===== config.mk =====
export PLATFORM = sky130hd
export DESIGN_NAME = delay_pipe
export DESIGN_NICKNAME = d
export VERILOG_FILES = /design/src/rtl/delay_pipe.sv
export SDC_FILE = /design/constraint.sdc
export NUM_CORES = 1
export LEC_CHECK = 0
export CORE_UTILIZATION = 48
export CTS_CLUSTER_DIAMETER = 100
export DETAILED_ROUTE_END_ITERATION = 6
export PLACE_DENSITY = 0.87
export SETUP_SLACK_MARGIN = 0.4
export SLEW_MARGIN = 20
export SYNTH_ARGS = -nofsm -noshare
export SYNTH_HDL_FRONTEND = slang
export SYNTH_SLANG_ARGS = --single-unit

===== constraint.sdc =====
create_clock -name clk -period 1.9 [get_ports clk]
set_input_delay 0.19 -clock clk [delete_from_list [all_inputs] [get_ports clk]]
set_output_delay 0.19 -clock clk [all_outputs]
set_load 0.02 [all_outputs]

===== src/rtl/delay_pipe.sv =====
// Fixed-latency stallable delay line carrying a data word and its go qualifier
// through DEPTH register stages, with a counter-based in-flight occupancy.
module delay_pipe #(
  parameter int unsigned WIDTH = 32,
  parameter int unsigned DEPTH = 2
) (
  input  logic                         clk,
  input  logic                         reset,
  input  logic                         en,
  input  logic                         flush,
  input  logic                         go,
  input  logic [WIDTH-1:0]             in,
  output logic [WIDTH-1:0]             out,
  output logic                         out_go,
  output logic [$clog2(DEPTH+1)-1:0]   occupancy
);

  localparam int unsigned OCC_W = $clog2(DEPTH + 1);

  logic [WIDTH-1:0] data_q [DEPTH];
  logic [WIDTH-1:0] data_d [DEPTH];
  logic [DEPTH-1:0] valid_q;
  logic [DEPTH-1:0] valid_d;
  logic [OCC_W-1:0] occ_q;
  logic [OCC_W-1:0] occ_d;

  // Next-state: shift on enable, then flush clears every valid including the incoming one
  always_comb begin
    data_d  = data_q;
    valid_d = valid_q;
    occ_d   = occ_q;
    if (en) begin
      data_d[0]  = in;
      valid_d[0] = go;
      for (int unsigned i = 1; i < DEPTH; i++) begin
        data_d[i]  = data_q[i-1];
        valid_d[i] = valid_q[i-1];
      end
      occ_d = occ_q + OCC_W'(go) - OCC_W'(valid_q[DEPTH-1]);
    end
    if (flush) begin
      valid_d = '0;
      occ_d   = '0;
    end
  end

  always_ff @(posedge clk) begin
    if (reset) begin
      for (int unsigned i = 0; i < DEPTH; i++) begin
        data_q[i] <= '0;
      end
      valid_q <= '0;
      occ_q   <= '0;
    end else begin
      data_q  <= data_d;
      valid_q <= valid_d;
      occ_q   <= occ_d;
    end
  end

  assign out       = data_q[DEPTH-1];
  assign out_go    = valid_q[DEPTH-1];
  assign occupancy = occ_q;

endmodule


==> results.txt <==
----------------------------------------------------
[Run status]
  Run status ... complete, no violations

[GRT]
  Wire length of the first global-routing pass ... 7770 µm
  Total track usage ... 16.9%
  Number of global-route vias before repair ... 1711
  Antenna violations before repair ... 0
  Maximum number of pins on one net before global-route repair ... 39
  Global route overflow ... 0

[Timing]
  Worst-Margin Slew ... 608 ps
  Total setup violations reported at the end of the flow ... 0
  Smallest hold slack ... 343 ps
  Slew HR ... 59.4%
  Min cycle time layout ... 1540 ps
  Final slew viol count ... 0
  Achievable Freq ... 651 MHz
  Final hold vios ... 0
  Setup TNS Final ... 0 ps
  Final worst path period share ... 80.8%
  Unrepaired setup endpoints after global routing ... yes
  Setup WS post-layout ... 364 ps
  Final Skew ... 9.41 ps

[Floorplan]
  DIE HEIGHT ... 77.4 µm
  Area of the core region ... 5510 µm²
  Effective utilization at floorplan ... 49.6%
  Die Area ... 6000 µm²
  I/O Pins ... 72
  Horiz. Die Dim ... 77.4 µm
  Std cell rows ... 27

[Finish]
  Fraction of final layout cells with drive strength greater than 1 ... 9.51%
  Final standard cell utilization of the core ... 63.8%
  Area grow syn2layout ... 28.5%
  Post-route standard cell area excluding fillers ... 3510 µm²
  Seq. cell area ... 1370 µm²
  Post-layout nets ... 339
  Final non-filler cell total ... 377
  Antenna diode count ... 0
  Total area of multi-input combinational cells ... 1010 µm²
  Filler instances ... 444

[Yosys]
  Post-synthesis instance area ... 2730 µm²
  Number of library cell types mapped by synthesis ... 14
  Most frequent cells after synthesis ... dfxtp_1, mux2i_1, nor2_1
  Post-synth top area cell ... dfxtp_1
  Most used standard cell by instance count after synthesis ... dfxtp_1
  EDFF count, synth ... 0
  Async set-or-reset flop fraction in the synthesized netlist ... 0%
  Number of flip-flops and latches in the synthesized netlist ... 68
  Synthesized area per cell ... 10.5 µm²
  Ys flop type ... dfxtp_1
  Sequential share of the synthesized area ... 49.8%
  Area share of the leading cell type in the synthesized netlist ... 49.8%
  Post-synthesis net count ... 298
  Post-Syn Instances ... 259
  Ranking of synthesized cells by area ... dfxtp_1, mux2i_1, buf_4, nor2_1, buf_12
  Ys Warns ... 0

[Power and ir drop]
  Sequential fraction of design power ... 52.0%
  Combinational Power Share ... 11.7%
  Relative contribution of the clock network to total power ... 36.3%
  Total design power ... 2.93 mW
  P_int ... 2.23 mW
  NetSw ... 0.700 mW
  Cell Pwr Density ... 834 nW/µm²
  VDD IR max ... 0.679 mV
  Leakage power ... 1.98 nW
  Switching part of the total power ... 23.9%

[CTS]
  Skew-Pair Late Insertion Delay ... 340 ps
  Maximum buffer depth of the clock tree ... 2
  Clock buffers created by TritonCTS ... 9
  Total clock sinks ... 68
  CTS tree ... yes
  Level count of the clock H-tree ... 3
  Clock-pin slew on the worst setup and hold paths ... 70 ps
  Clock Root Buffer ... clkbuf_8

[Placement]
  Routability-driven placement congestion ratio ... 0.730
  Placement Setup Slack ... 392 ps
  Placed wire-length estimate ... 3090 µm
  # port buffers ... 71
  Count of placed standard cells including taps ... 360
  Area after DPL ... 3240 µm²

[Setup path]
  Type of element launching the critical path ... flop
  Biggest cell delay along the critical path ... 350 ps
  Slowest stage cell, crit path ... dfxtp_4
  Number of buffers and inverters on the critical path ... 2
  WS Path Type ... flop to flop
  Arrival time at the worst endpoint ... 1810 ps
  Worst path required time ... 2170 ps
  Critical path peak fanout ... 3
  Kind of cell adding the most delay to the critical path ... compound AO/OA/AOI/OAI gates
  Cell Chain, Critical Path ... inv_2 -> ha_4 -> inv_1 -> ha_2 -> xor2_2 -> a2111oi_2 -> a31o_1
  Critical path endpoint category ... flop

[Route]
  DRT antenna net count ... 0
  Number of remaining DRC errors ... 0
  Routed length per placed instance ... 12.5 µm
  Initial DRT Pass Iterations ... 4
  Vias after detailed routing ... 1777
  Iter 0 DRT Violations ... 37
  Vias per inst ... 4.71
  Final WL ... 4710 µm

[Worst hold path]
  Class of the tightest hold or removal check ... primary input to flop

[Job]
  Max Cap Viol ... 0

----------------------------------------------------
[registers in the layout (all words and copies together) (netlist names)]
register,cells
out,32
occupancy,2
data_q,32
valid_q,2
[power by group through the flow]
stage	registers (mW)	logic (mW)	clock network (mW)
2_1_floorplan	1.55	0.237	0
3_3_place_gp	1.55	0.339	0
3_5_place_dp	1.56	0.347	0
4_1_cts	1.52	0.347	1.10
5_1_grt	1.53	0.371	1.17
6_report	1.52	0.342	1.06
[layer usage]
| layer | track usage (%) | vias to the layer above | share of wire, % |
|---|---|---|---|
| met5 | 0 | - | 0 |
| met2 | 28.1 | 46 | 49 |
| met3 | 5.65 | 9 | 5.2 |
| met1 | 18.9 | 827 | 43 |
| li1 | - | 895 | - |
| met4 | 9.62 | 0 | 2.2 |
[cells in the final DEF (no fill, tap or decap)]
cell / instances
dlymetal6s2s_1: 26
xor2_2: 1
dfxtp_4: 1
nor2_1: 64
nor3_1: 4
buf_12: 3
dfxtp_1: 67
clkdlybuf4s50_1: 39
clkinv_4: 1
dlygate4sd2_1: 4
clkinv_2: 1
buf_4: 5
a31o_1: 1
mux2i_1: 67
clkbuf_8: 11
a2111oi_2: 1
inv_2: 1
inv_1: 2
ha_4: 1
buf_2: 1
clkbuf_1: 2
ha_2: 1
clkinvlp_4: 1
[timing repair]
item,4_1_cts,5_1_grt
hold endpoints to repair,0,0
hold buffers,0,0
buffers inserted,0,1
cloned,0,0
pin swaps,0,2
resized for setup,4,30
setup endpoints to repair,5,27
[final timing paths]
check	start	end	slack [ps]	cells after the start
worst max-delay path	occupancy[0]	occupancy[1]	360	7
worst min-delay path	reset	data_q[61]	340	2
worst max register to register	occupancy[0]	occupancy[1]	360	7
worst min register to register	data_q[55]	data_q[55]	490	2
[cells by family (layout without fill, tap and decap cells)]
kind of cell | count (synthesis) | after routing | share of synthesized area, %
DFF | 68 | 68 | 49.8
and+or+nand+nor | 68 | 68 | 9.53
muxes | 67 | 67 | 24.6
buffers and inverters | 51 | 97 | 14.0
adders and majority gates | 2 | 2 | 0.916
AOI/OAI and AO/OA | 2 | 2 | 0.870
xor gates and xnor gates | 1 | 1 | 0.321
[final cells by class]
cell class	instances	area share, %
Clock buffer	13	4.53
Clock inverter	3	0.606
Inverter	3	0.321
Multi-Input combinational cell	140	28.8
Sequential cell	68	38.9
Tap cell	72	2.57
Timing Repair Buffer	78	24.3
Power figures use the tool's default switching activity.
